### src/rtl/operand_seq_pkg.sv
// -----------------------------------------------------------------------------
// operand_seq_pkg
// Shared definitions for the operand sequencer and the 7-bit bitwise unit it
// feeds: default operand/opcode widths, FSM state encoding (also shown on the
// state LEDs) and the opcode values understood by the bitwise unit.
// No ports; imported with "import operand_seq_pkg::*;".
// -----------------------------------------------------------------------------
package operand_seq_pkg;

  localparam int DATA_W = 7;
  localparam int OP_W   = 2;

  // Encodings are visible on state_out, so they are fixed explicitly.
  typedef enum logic [2:0] {
    GET_A  = 3'd0,
    GET_B  = 3'd1,
    GET_OP = 3'd2,
    ISSUE  = 3'd3,
    WAIT   = 3'd4
  } state_t;

  localparam logic [OP_W-1:0] OP_AND  = 2'b00;
  localparam logic [OP_W-1:0] OP_OR   = 2'b01;
  localparam logic [OP_W-1:0] OP_XOR  = 2'b10;
  localparam logic [OP_W-1:0] OP_NAND = 2'b11;

endpackage

### src/rtl/operand_sequencer_btn.sv
// -----------------------------------------------------------------------------
// btn_conditioner
// Turns one raw asynchronous push-button into a single-cycle event pulse:
// SYNC_STAGES-deep synchroniser, optional debounce filter, rising-edge detect.
// Optional feature macro: OPERAND_SEQ_DEBOUNCE_EN. When defined, the
// synchronised level must hold for DB_CYCLES consecutive cycles before the
// filtered level follows it; when undefined, no counter is built and edge
// detection runs straight on the synchronised level (DB_CYCLES unused).
// Ports:
//   clk   in  system clock
//   rst_n in  asynchronous active-low reset
//   btn   in  raw button, active-high, asynchronous to clk
//   evt   out one-cycle pulse per press (decoded from registered state)
// -----------------------------------------------------------------------------
module btn_conditioner #(
  parameter int SYNC_STAGES = 2,
  parameter int DB_CYCLES   = 16
) (
  input  logic clk,
  input  logic rst_n,
  input  logic btn,
  output logic evt
);

  logic [SYNC_STAGES-1:0] sync_r;
  logic                   sync_level_s;
  logic                   level_s;
  logic                   prev_r;

  // Synchroniser chain: new samples enter at bit 0, the MSB is the clean level.
  always_ff @(posedge clk or negedge rst_n) begin
    if (!rst_n) begin
      sync_r <= {SYNC_STAGES{1'b0}};
    end else begin
      sync_r <= {sync_r[SYNC_STAGES-2:0], btn};
    end
  end

  assign sync_level_s = sync_r[SYNC_STAGES-1];

`ifdef OPERAND_SEQ_DEBOUNCE_EN
  localparam int DB_W = (DB_CYCLES > 1) ? $clog2(DB_CYCLES) : 1;

  logic [DB_W-1:0] db_cnt_r;
  logic            flt_r;

  // Debounce: count consecutive cycles in which the synchronised level
  // disagrees with the filtered level; flip only after DB_CYCLES of them.
  // Any agreeing cycle restarts the count, so short glitches vanish.
  always_ff @(posedge clk or negedge rst_n) begin
    if (!rst_n) begin
      db_cnt_r <= {DB_W{1'b0}};
      flt_r    <= 1'b0;
    end else if (sync_level_s == flt_r) begin
      db_cnt_r <= {DB_W{1'b0}};
    end else if (db_cnt_r == DB_W'(DB_CYCLES - 1)) begin
      db_cnt_r <= {DB_W{1'b0}};
      flt_r    <= sync_level_s;
    end else begin
      db_cnt_r <= db_cnt_r + DB_W'(1);
    end
  end

  assign level_s = flt_r;
`else
  assign level_s = sync_level_s;
`endif

  // Previous-level register for rising-edge detection.
  always_ff @(posedge clk or negedge rst_n) begin
    if (!rst_n) begin
      prev_r <= 1'b0;
    end else begin
      prev_r <= level_s;
    end
  end

  // Held buttons give exactly one event: prev catches up one cycle later.
  assign evt = level_s & ~prev_r;

endmodule

### src/rtl/operand_sequencer.sv
// -----------------------------------------------------------------------------
// operand_sequencer
// Collects operand A, operand B and a 2-bit opcode from one shared switch bank
// (one value per load press), holds them stable for the downstream bitwise
// unit, pulses issue for one cycle, then pulses result_valid in the cycle the
// downstream registered result is valid. A clear press returns to GET_A and
// zeroes the operands from any state; clear beats a simultaneous load.
// Optional feature macro: OPERAND_SEQ_DEBOUNCE_EN (button debounce, see
// btn_conditioner).
// Ports:
//   clk          in   system clock, rising edge
//   rst_n        in   asynchronous active-low reset
//   sw           in   DATA_W switch bank, sampled on an accepted load
//   btn_load     in   raw load button
//   btn_clear    in   raw clear button
//   a_out        out  DATA_W registered operand A
//   b_out        out  DATA_W registered operand B
//   op_out       out  OP_W registered opcode (00 AND, 01 OR, 10 XOR, 11 NAND)
//   issue        out  one-cycle pulse, operands stable and new
//   result_valid out  one-cycle pulse, downstream result of last issue valid
//   state_out    out  3-bit FSM state for LEDs
// -----------------------------------------------------------------------------
module operand_sequencer #(
  parameter int DATA_W      = operand_seq_pkg::DATA_W,
  parameter int OP_W        = operand_seq_pkg::OP_W,
  parameter int SYNC_STAGES = 2,
  parameter int RESULT_LAT  = 1,
  parameter int DB_CYCLES   = 16
) (
  input  logic              clk,
  input  logic              rst_n,
  input  logic [DATA_W-1:0] sw,
  input  logic              btn_load,
  input  logic              btn_clear,
  output logic [DATA_W-1:0] a_out,
  output logic [DATA_W-1:0] b_out,
  output logic [OP_W-1:0]   op_out,
  output logic              issue,
  output logic              result_valid,
  output logic [2:0]        state_out
);

  import operand_seq_pkg::*;

  localparam int CNT_W = (RESULT_LAT > 1) ? $clog2(RESULT_LAT) : 1;

  logic              load_evt_s;
  logic              clr_evt_s;
  state_t            state_r;
  logic [DATA_W-1:0] a_r;
  logic [DATA_W-1:0] b_r;
  logic [OP_W-1:0]   op_r;
  logic [CNT_W-1:0]  wait_cnt_r;
  logic              issue_r;
  logic              result_valid_r;

  btn_conditioner #(
    .SYNC_STAGES (SYNC_STAGES),
    .DB_CYCLES   (DB_CYCLES)
  ) u_load_btn (
    .clk   (clk),
    .rst_n (rst_n),
    .btn   (btn_load),
    .evt   (load_evt_s)
  );

  btn_conditioner #(
    .SYNC_STAGES (SYNC_STAGES),
    .DB_CYCLES   (DB_CYCLES)
  ) u_clear_btn (
    .clk   (clk),
    .rst_n (rst_n),
    .btn   (btn_clear),
    .evt   (clr_evt_s)
  );

  // Sequencer FSM with its operand, counter and pulse registers.
  // issue_r is set on entry to ISSUE so it is high exactly while in ISSUE;
  // result_valid_r is set on entry to the WAIT cycle whose counter is 0, so
  // it is high exactly in that cycle. Both default low every other cycle.
  always_ff @(posedge clk or negedge rst_n) begin
    if (!rst_n) begin
      state_r        <= GET_A;
      a_r            <= {DATA_W{1'b0}};
      b_r            <= {DATA_W{1'b0}};
      op_r           <= {OP_W{1'b0}};
      wait_cnt_r     <= {CNT_W{1'b0}};
      issue_r        <= 1'b0;
      result_valid_r <= 1'b0;
    end else if (clr_evt_s) begin
      // Clear wins over any load in the same cycle and aborts a pending result.
      state_r        <= GET_A;
      a_r            <= {DATA_W{1'b0}};
      b_r            <= {DATA_W{1'b0}};
      op_r           <= {OP_W{1'b0}};
      wait_cnt_r     <= {CNT_W{1'b0}};
      issue_r        <= 1'b0;
      result_valid_r <= 1'b0;
    end else begin
      issue_r        <= 1'b0;
      result_valid_r <= 1'b0;
      case (state_r)
        GET_A: begin
          if (load_evt_s) begin
            a_r     <= sw;
            state_r <= GET_B;
          end else begin
            state_r <= GET_A;
          end
        end
        GET_B: begin
          if (load_evt_s) begin
            b_r     <= sw;
            state_r <= GET_OP;
          end else begin
            state_r <= GET_B;
          end
        end
        GET_OP: begin
          if (load_evt_s) begin
            op_r    <= sw[OP_W-1:0];
            state_r <= ISSUE;
            issue_r <= 1'b1;
          end else begin
            state_r <= GET_OP;
          end
        end
        ISSUE: begin
          // Loads arriving here or in WAIT are dropped, never queued.
          state_r        <= WAIT;
          wait_cnt_r     <= CNT_W'(RESULT_LAT - 1);
          result_valid_r <= (RESULT_LAT == 1);
        end
        WAIT: begin
          if (wait_cnt_r == {CNT_W{1'b0}}) begin
            state_r <= GET_A;
          end else begin
            wait_cnt_r     <= wait_cnt_r - CNT_W'(1);
            result_valid_r <= (wait_cnt_r == CNT_W'(1));
            state_r        <= WAIT;
          end
        end
        default: begin
          // Unused codes recover to GET_A; operands are left untouched.
          state_r <= GET_A;
        end
      endcase
    end
  end

  assign a_out        = a_r;
  assign b_out        = b_r;
  assign op_out       = op_r;
  assign issue        = issue_r;
  assign result_valid = result_valid_r;
  assign state_out    = state_r;

endmodule

### config.mk
export PLATFORM = sky130hd
export DESIGN_NAME = operand_sequencer
export DESIGN_NICKNAME = d
export VERILOG_FILES = /design/src/rtl/operand_seq_pkg.sv /design/src/rtl/operand_sequencer_btn.sv /design/src/rtl/operand_sequencer.sv
export SDC_FILE = /design/constraint.sdc
export NUM_CORES = 1
export LEC_CHECK = 0
export CORE_UTILIZATION = 48
export DETAILED_ROUTE_END_ITERATION = 10
export GPL_TIMING_DRIVEN = 0
export PLACE_DENSITY = 0.81
export REMOVE_ABC_BUFFERS = 1
export SLEW_MARGIN = 10
export SYNTH_ARGS = -nofsm -noshare
export SYNTH_HDL_FRONTEND = slang
export SYNTH_SLANG_ARGS = --single-unit
### constraint.sdc
create_clock -name clk -period 2.9 [get_ports clk]
set_input_delay 0.435 -clock clk [delete_from_list [all_inputs] [get_ports clk]]
set_output_delay 0.435 -clock clk [all_outputs]
set_load 0.005 [all_outputs]
# Word level (Yosys, flattened, before mapping)
# Index checks and enable logic that the tools add are counted.
# word_totals
reg_bits	28
output_inout_bits	21
wordCells	52
# classes
addsub	1
n_eq_ne	4
n_mux	23
bitwise	4
n_reduce_logical	9
# op_table
cell	n
two-way mux 7 bit	5
one-hot mux 3 bit (5 select lines)	1
two-way mux 1 bit	9
two-way mux 2 bit	4
nonzero test 2 bit	4
equality test 3 x 2 -> 1 bit (second input constant)	2
two-way mux 3 bit	2
AND reduction 2 bit	3
one-hot mux 1 bit (2 select lines)	2
equality test 3 x 1 -> 1 bit (second input constant)	1
equality test 3 bit (second input constant)	1
zero test 3 bit	1
nonzero test 3 bit	1
bitwise AND 1 bit	2
inverter 1 bit	2
subtractor 1 bit (second input constant)	1

# Depth between registers and ports, before layout
# Gate-level depths: netlist of the first run.
# depth
ltp_word	5
depth_mapped	5
ltp_nobuf	3

# By module
# A second synthesis of the first run with hierarchy kept.
# hier_totals
cells_unflattened	86
area_unflattened_um2	1134.8
# modules_own_cells
mod	n_inst	cells_each	area_each_um2	seq_area_each_um2
operand_sequencer	1	78	957.2	525.5
btn_conditioner	2	4	88.8	75.1

# Least setup slack after synthesis of the first run
# No wires, ideal clock.
# synth_timing
path_kind	reg-to-reg
from	register state_r[2], in the netlist state_out[2]
to	register state_r[1], in the netlist state_out[1]
t_arrival_ns	1.289
required_time_ns	2.813
slack_ns	1.524
stages_incl_launch_ff	5
n_path_buf	2
synth_period_minus_slack_ns	1.376
cell_sequence	dfrtp_1 clkbuf_1 or3_1 buf_2 a211oi_2
# synth_via
elab_chain_cells	3
# synth_rtl
element	line	source
start: declaration	operand_sequencer.sv:49	state_t state_r;
start signal: assignment	operand_sequencer.sv:83	state_r <= GET_A;
start signal: assignment	operand_sequencer.sv:92	state_r <= GET_A;
start signal: assignment	operand_sequencer.sv:106	state_r <= GET_B;
equality test 3 bit (tied with other cells)	operand_sequencer.sv:102	case (state_r)
one-hot mux 3 bit (5 select lines) *	operand_sequencer.sv:102	
two-way mux 3 bit *	operand_sequencer.sv:90	end else if (clr_evt_s) begin
# Mark *: on every way between the ends. The rest lies on a longest branch, timed or not.
# A chain may end at the register's enable or synchronous reset.

# Worst setup path after layout of the first run
# layout_timing
from	register state_r[2], in the netlist state_out[2]
to	output state_out[2]
# layout_lines
element	line	source
end: declaration	operand_sequencer.sv:40	output logic [2:0] state_out
# No word-level cell between the ends.

==> flow_summary.yaml, run 1 <==
status:
  run_status: "finished clean"
logic_synthesis:
  netlist_top_cells_area: "dfrtp_1 63%, mux2i_1 15%, nand2_1 8.5%, nand2b_1 2.4%, nor4_4 2.0%"
  synth_common_cells: "27 x dfrtp_1, 24 x nand2_1, 16 x mux2i_1, 4 x clkbuf_1, 4 x nand2b_1"
  synth_top_area_share_pct: 63.5
  synth-adder-area-share_pct: 0
  ys_seq_elements: 27
  syn_avg_cell_area_um2: 12.4
  post_synth_and_or_nand_nor_area_fraction_pct: 17.4
  synth-async-reset-ratio_pct: 100
  synthMostInstantiatedCell: "dfrtp_1"
  ys.flop_type: "dfrtp_1"
  synth_warnings: 0
  postSynthCellCount: 86
  post_synth_xor_area_fraction_pct: 0
  synth_top_family_by_area: "simple AND/OR/NAND/NOR gates"
  netlist_area_um2: 1060
  synth.distinct_cells: 14
  muxShareOfSynthArea_pct: 16.1
  synth-compound-area-share_pct: 1.18
  synth.largest_area_cell: "dfrtp_1"
  count_of_flip_flops_with_a_built_in_enable_after_synthesis: 0
  share_of_the_yosys_chip_area_belonging_to_registers_pct: 63.5
timing:
  timing.setup.tns_ns: 0
  timing.fmax_mhz: 536
  final.min_clock_period_ns: 1.87
  finalHoldViolations: 0
  layout_worst_path_cycle_share_pct: 64.3
  report.final.setup_viol: 0
  tightestPinTransition_ns: 0.833
  finalMaxSlewViolations: 0
  rsz0062_at_grt: "false"
  slew-limit-headroom_pct: 44.4
  clock-skew-final_ns: 0.00483
clocking:
  cts-hold-fix-buffers: 0
  postCtsSetupRepairBufs: 0
  clockBufferDepth: 2
  worstSkewPairLatency_ns: 0.32
  postCtsResizedCells: 0
  clock_sink_count: 27
  clk_transition_reported_paths_ns: 0.14
  cts_tree: "done"
  h-tree-depth: 1
  ctsRootBufferMaster: "clkbuf_4"
  cts_bufs_inserted: 3
route:
  detail_route.vias_per_cell: 5.13
  drc: 0
  routed_wirelength_um: 2010
  final_antenna_violating_net_count: 0
  vias: 733
  firstDrtPassIters: 2
  detailedRoute.firstIterationViolations: 5
  route.detailed.wl_per_inst_um: 14.1
critical_path:
  worst-setup-path-type: "reg -> out"
  setup.worst_path.end_class: "output pin"
  start_kind: "register"
  path_cells: "clkdlybuf4s50_1"
  worst_ep_required_time_ns: 2.47
  cp.arrival_ns: 1.43
  critical_path_peak_fanout: 8
  critPathSlowestCell: "clkdlybuf4s50_1"
  path_delay_family: "buffers and inverters"
  critical_path_buf_inv_count: 1
  cp_max_stage_delay_ns: 0.56
die:
  die_area_um2: 2410
  die_width_um: 49.1
  placeable_core_area_um2: 2020
  top_level_ports: 32
  die-height_um: 49.1
  initial_utilization_pct: 52.7
  floorplan.rows: 16
placement:
  routabilityCongestion: 0.787
  dp_hpwl_um: 1410
  numPortBuffers: 31
  placed_cells_incl_taps: 139
grt:
  grt_remaining_overflow: 0
  grt_antenna_before_repair: 0
  first_pass_grt_wire_length_um: 3420
  grt_usage_pct: 19.5
  grt_max_degree: 28
  number_of_global_route_vias_before_repair: 709
finish:
  num-fill-cells: 158
  syn2layout_area_growth_pct: 32.4
  n_antenna_cell: 0
  stdcell_count: 143
  drive_gt1_share_pct: 6.90
  finalNetCount: 128
power:
  power_per_cell_area_nw_per_um2: 565
  p_leak_nw: 0.651
  max-vdd-ir-drop_mv: 0.354
worst_hold_path:
  worstHoldPathType: "in -> async"
flow_run:
  max-cap-violations: 0
-- kinds of logic after synthesis --
| kind of cell | Yosys count |
|---|---|
| AO/OA/AOI/OAI | 1 |
| buffers and inverters | 5 |
| flip-flops | 27 |
| multiplexers | 17 |
| AND/OR/NAND/NOR | 36 |
-- power breakdown --
part	leakage, nW	internal [mW]	switching, mW
Clock	0.0150	0.0539	0.108
Combinational	0.281	0.114	0.0695
Sequential	0.354	0.419	0.0334
-- path summary, 6_finish.rpt --
path,depth (start not counted),end,slack (ns),start
min reg2reg,0,u_clear_btn.sync_r[1],0.36,u_clear_btn.sync_r[0]
max in group asynchronous,1,state_out[0],2.45,rst_n
min in group clk,0,u_clear_btn.sync_r[1],0.36,u_clear_btn.sync_r[0]
max reg2reg,3,state_out[1],1.32,state_out[1]
min,1,b_out[0],0.08,rst_n
max,1,state_out[2],1.03,state_out[2]
-- flip-flops by register name, indices dropped and copies added, names as in the netlist --
signal and cells:
result_valid 1, u_load_btn.sync_r 2, u_load_btn.prev_r 1, b_out 7
u_clear_btn.sync_r 2, a_out 7, u_clear_btn.prev_r 1, issue 1
state_out 3, op_out 2
-- stage by stage --
step	util [%]	hold slack [ns]	setup WS (ns)	power (mW)	area (um^2)
floorplan	-	0.139	1.49	0.529	1040
global placement	68.7	0.332	1.06	0.637	1390
detailed placement	68.7	0.335	1.03	0.647	1390
CTS	70.0	0.366	1.02	0.806	1420
global route	69.7	0.110	0.970	0.839	1410
finish	69.7	0.0822	1.03	0.797	1410
-- cell usage in the layout (no fill, tap or decap), drive strengths merged --
cell type,n
a211oi,1
mux2i,16
nor2b,1
buf,1
clkdlybuf4s50,30
nand2b,4
nor4,1
or3,1
nor4b,1
and2,1
dfrtp,27
clkbuf,4
mux2,1
nor3,3
nand2,24
-- per-layer routing --
metal  part of all wire [%]  track usage (%)  vias up
met2                     52             32.2       19
met3                    3.1             1.87        5
met1                     42             25.2      363
met5                      0                0        -
li1                       -                -      346
met4                    2.3             10.8        0
-- area by class of cell --
class / count / area (um^2) / area share, %
Sequential cell: 27 / 676 / 47.9
Multi-Input combinational cell: 54 / 369 / 26.2
Timing Repair Buffer: 31 / 305 / 21.7
Tap cell: 27 / 33.8 / 2.40
Clock buffer: 4 / 26.3 / 1.86
(Power assumes the default switching activity.)
==> inputs of run 2 (changes only) <==
--- a/config.mk
+++ b/config.mk
@@ -5,10 +5,10 @@
 export SDC_FILE = /design/constraint.sdc
 export NUM_CORES = 1
 export LEC_CHECK = 0
-export CORE_UTILIZATION = 48
+export CORE_UTILIZATION = 45
 export DETAILED_ROUTE_END_ITERATION = 10
 export GPL_TIMING_DRIVEN = 0
-export PLACE_DENSITY = 0.81
+export PLACE_DENSITY = 0.77
 export REMOVE_ABC_BUFFERS = 1
 export SLEW_MARGIN = 10
 export SYNTH_ARGS = -nofsm -noshare
==> constraint.sdc (replaced) <==
create_clock -name clk -period 1.9 [get_ports clk]
set_input_delay 0.285 -clock clk [delete_from_list [all_inputs] [get_ports clk]]
set_output_delay 0.285 -clock clk [all_outputs]
set_load 0.005 [all_outputs]
==> flow_summary.yaml, run 2 (synthesized netlist as in run 1, its figures left out) <==
clocking:
  ctsRootBufferMaster: "clkbuf_4"
  cts_tree: "done"
  worstSkewPairLatency_ns: 0.32
  cts_bufs_inserted: 3
  clk_transition_reported_paths_ns: 0.14
  h-tree-depth: 1
  clockBufferDepth: 2
  postCtsSetupRepairBufs: 0
  clock_sink_count: 27
critical_path:
  cp.arrival_ns: 1.45
  path_cells: "clkdlybuf4s50_1"
  setup.worst_path.end_class: "output pin"
  critical_path_peak_fanout: 8
  path_delay_family: "buffers and inverters"
  critPathSlowestCell: "clkdlybuf4s50_1"
  worst_ep_required_time_ns: 1.62
  critical_path_buf_inv_count: 1
  cp_max_stage_delay_ns: 0.57
  worst-setup-path-type: "reg -> out"
  start_kind: "register"
status:
  run_status: "finished clean"
route:
  routed_wirelength_um: 1860
  detailedRoute.firstIterationViolations: 14
  firstDrtPassIters: 4
  route.detailed.wl_per_inst_um: 12.8
  detail_route.vias_per_cell: 4.87
  final_antenna_violating_net_count: 0
  drc: 0
  vias: 706
finish:
  n_antenna_cell: 0
  stdcell_count: 145
  most_common_cell_after_layout_fill_and_taps_aside: "clkdlybuf4s50_1"
  drive_gt1_share_pct: 6.84
  num-fill-cells: 187
  commonest_cells_after_routing_fill_and_taps_aside: "30 x clkdlybuf4s50_1, 27 x dfrtp_1, 24 x nand2_1"
  multi_input_comb_area_um2: 369
  finalNetCount: 129
  final_core_util_pct: 64.3
  sequential_cell_area_um2: 676
  syn2layout_area_growth_pct: 33.5
grt:
  use_met3_pct: 3.64
  grt_remaining_overflow: 0
  first_pass_grt_wire_length_um: 3190
  grt_usage_pct: 16.9
  grt_antenna_before_repair: 0
  grt_max_degree: 28
  grt.met2_usage_pct: 26.0
  grt_most_used_layer: "met2"
  grt_use_met1_pct: 23.8
  number_of_global_route_vias_before_repair: 703
timing:
  timing.setup.tns_ns: 0
  report.final.setup_viol: 0
  finalMaxSlewViolations: 0
  timing.fmax_mhz: 577
  final.min_clock_period_ns: 1.73
  finalHoldViolations: 0
  rsz0062_at_grt: "false"
  slew-limit-headroom_pct: 45.1
  tightestPinTransition_ns: 0.824
  layout_worst_path_cycle_share_pct: 91.2
  clock-skew-final_ns: 0.00978
die:
  die_width_um: 50.6
  floorplan.rows: 17
  die_area_um2: 2560
  top_level_ports: 32
  placeable_core_area_um2: 2210
  initial_utilization_pct: 48.1
  die-height_um: 50.6
placement:
  placed_cells_incl_taps: 140
  numPortBuffers: 31
  routabilityCongestion: 0.779
  dp_hpwl_um: 1300
worst_hold_path:
  worstHoldPathType: "reg -> reg"
power:
  p_leak_nw: 0.655
  max-vdd-ir-drop_mv: 0.479
  power_per_cell_area_nw_per_um2: 852
flow_run:
  max-cap-violations: 0
==> run 2: cell count changes in the layout (fill, tap and decap cells not counted) <==
| cell | previous run | this run |
|---|---|---|
| dlygate4sd3_1 | 0 | 1 |
==> run 2: layer usage <==
layer | wire length [um] | share of wire [%]
met1 | 858 | 46
met2 | 891 | 48
met3 | 97 | 5.2
met4 | 13 | 0.70
met5 | 0 | 0
==> run 2: power by group <==
group / switching, mW / internal [mW]
sequential: 0.0513 / 0.640
clock: 0.158 / 0.0820
combinational: 0.105 / 0.175
==> run 2: stage by stage <==
step	total power, mW	hold slack (ns)	worst slack [ns]	instance area [um^2]
2_1_floorplan	0.807	-0.0106	0.491	1040
3_3_place_gp	0.976	0.333	0.228	1390
3_5_place_dp	0.986	0.336	0.152	1390
4_1_cts	1.22	0.367	0.163	1420
5_1_grt	1.28	0.372	0.121	1420
6_report	1.21	0.366	0.167	1420
==> run 2: timing repair <==
action	in CTS	in global routing
hold endpoints to repair	0	27
resized for setup	0	0
hold buffers	0	1
==> run 2: final timing paths <==
path                                        from               endpoint  slack (ns)  cells after the start
setup / recovery                    state_out[2]           state_out[2]        0.17                      1
hold / removal             u_clear_btn.sync_r[0]  u_clear_btn.sync_r[1]        0.37                      0
setup reg to reg                    state_out[1]           state_out[1]        0.35                      3
hold reg to reg            u_clear_btn.sync_r[0]  u_clear_btn.sync_r[1]        0.37                      0
max in group asynchronous                  rst_n                  issue        1.03                      2
min in group asynchronous                  rst_n  u_clear_btn.sync_r[0]        0.48                      2
==> run 2: final cells by class <==
type	count	area share, %
flip-flops and latches	27	47.5
multi-input cells	54	26.0
repair buffers	32	22.2
well taps	28	2.46
clock buffers	4	1.85
==> inputs of run 3 (changes only) <==
--- a/config.mk
+++ b/config.mk
@@ -10,7 +10,6 @@
 export GPL_TIMING_DRIVEN = 0
 export PLACE_DENSITY = 0.77
 export REMOVE_ABC_BUFFERS = 1
-export SLEW_MARGIN = 10
 export SYNTH_ARGS = -nofsm -noshare
 export SYNTH_HDL_FRONTEND = slang
 export SYNTH_SLANG_ARGS = --single-unit
==> flow_summary.yaml, run 3 (synthesized netlist as in run 1, its figures left out) <==
critical_path:
  cp.arrival_ns: 1.45
  path_delay_family: "buffers and inverters"
  worst_r2r_endpoint: "state_out[1]"
  r2r_setup_slack_ns: 0.35
  number_of_cell_instances_on_the_worst_register_to_register_path: 3
  critPathSlowestCell: "clkdlybuf4s50_1"
  worst_ep_required_time_ns: 1.62
  path_cells: "clkdlybuf4s50_1"
  cp_max_stage_delay_ns: 0.57
  critical_path_peak_fanout: 8
  worst_r2r_startpoint: "state_out[1]"
  worst-setup-path-type: "reg -> out"
  critical_path_buf_inv_count: 1
  start_kind: "register"
  setup.worst_path.end_class: "output pin"
die:
  die_area_um2: 2560
  top_level_ports: 32
  initial_utilization_pct: 48.1
  floorplan.rows: 17
  die_width_um: 50.6
  die-height_um: 50.6
  placeable_core_area_um2: 2210
power:
  post-layout-total-power_mw: 1.21
  p_leak_nw: 0.650
  power_per_cell_area_nw_per_um2: 854
  max-vdd-ir-drop_mv: 0.479
placement:
  post-place-ws_ns: 0.152
  placed_area_um2: 1390
  routabilityCongestion: 0.779
  numPortBuffers: 31
  dp_hpwl_um: 1300
grt:
  number_of_global_route_vias_before_repair: 703
  grt_usage_pct: 16.9
  grt_remaining_overflow: 0
  first_pass_grt_wire_length_um: 3190
  grt_antenna_before_repair: 0
  grt_max_degree: 28
clocking:
  postCtsResizedCells: 0
  cts_tree: "done"
  clock_sink_count: 27
  h-tree-depth: 1
  clockBufferDepth: 2
  worstSkewPairLatency_ns: 0.32
  postCtsSetupRepairBufs: 0
  clk_transition_reported_paths_ns: 0.14
  ctsRootBufferMaster: "clkbuf_4"
  cts_bufs_inserted: 3
  cts-hold-fix-buffers: 0
finish:
  finalNetCount: 128
  commonest_cells_after_routing_fill_and_taps_aside: "31 x clkdlybuf4s50_1, 27 x dfrtp_1, 24 x nand2_1"
  fin_area_um2: 1420
  n_antenna_cell: 0
  sequential_cell_area_um2: 676
  syn2layout_area_growth_pct: 33.0
  num-fill-cells: 185
  multi_input_comb_area_um2: 369
  most_common_cell_after_layout_fill_and_taps_aside: "clkdlybuf4s50_1"
  drive_gt1_share_pct: 6.03
status:
  run_status: "finished clean"
route:
  final_antenna_violating_net_count: 0
  detailedRoute.firstIterationViolations: 14
  route.detailed.wl_per_inst_um: 12.9
  drc: 0
  firstDrtPassIters: 4
  detail_route.vias_per_cell: 4.88
  vias: 702
  routed_wirelength_um: 1850
timing:
  report.final.setup_viol: 0
  clock-skew-final_ns: 0.00983
  tightestPinTransition_ns: 1.16
  timing.setup.tns_ns: 0
  timing.final.ws_setup_ns: 0.167
  slew-limit-headroom_pct: 22.1
  hold_ws_ns: 0.366
  final.min_clock_period_ns: 1.73
  layout_worst_path_cycle_share_pct: 91.2
  finalMaxSlewViolations: 0
  finalHoldViolations: 0
  rsz0062_at_grt: "false"
  timing.fmax_mhz: 577
worst_hold_path:
  hold_end: "u_clear_btn.sync_r[1]"
  hold_path_startpoint: "u_clear_btn.sync_r[0]"
  worst_hold_path.num_cells: 0
  worstHoldPathType: "reg -> reg"
flow_run:
  max-cap-violations: 0
-- run 3: cell count changes in the layout (fill, tap and decap cells not counted), sizes merged --
cell | before | now
buf | 1 | 0
clkdlybuf4s50 | 30 | 31
dlygate4sd3 | 1 | 0
-- run 3: worst max-delay path by stage --
stage	from	cells after the start	slack [ns]	end
2_1_floorplan	state_out[1]	3	0.49	b_out[0]
4_1_cts	state_out[2]	1	0.16	state_out[2]
3_5_place_dp	rst_n	1	0.15	b_out[0]
3_3_place_gp	rst_n	1	0.23	a_out[0]
5_1_grt	state_out[2]	1	0.12	state_out[2]
6_report	state_out[2]	1	0.17	state_out[2]
-- run 3: layout make-up --
cell class	count	area share, %
multi-input cells	54	26.1
well taps	28	2.47
repair buffers	31	21.9
flip-flops and latches	27	47.7
clock buffers	4	1.86
-- run 3: through the flow --
| stage | util [%] | cells |
|---|---|---|
| 3_5_place_dp | 62.8 | 140 |
| 4_1_cts | 64.0 | 144 |
| 2_1_floorplan | - | 81 |
| 6_report | 64.0 | 144 |
| 5_1_grt | 64.0 | 144 |
| 3_3_place_gp | 62.8 | 140 |
-- run 3: layer usage --
metal	up-vias	routed length, um	GRT usage (%)
li1	347	-	-
met4	0	13	5.56
met1	332	852	23.8
met3	2	97	3.64
met5	-	0	0
met2	21	890	26.0
-- run 3: where the power goes --
part,internal (mW),total [mW],switching [mW]
logic,0.175,0.279,0.105
registers,0.640,0.691,0.0513
clock network,0.0820,0.240,0.158
total,0.897,1.21,0.314
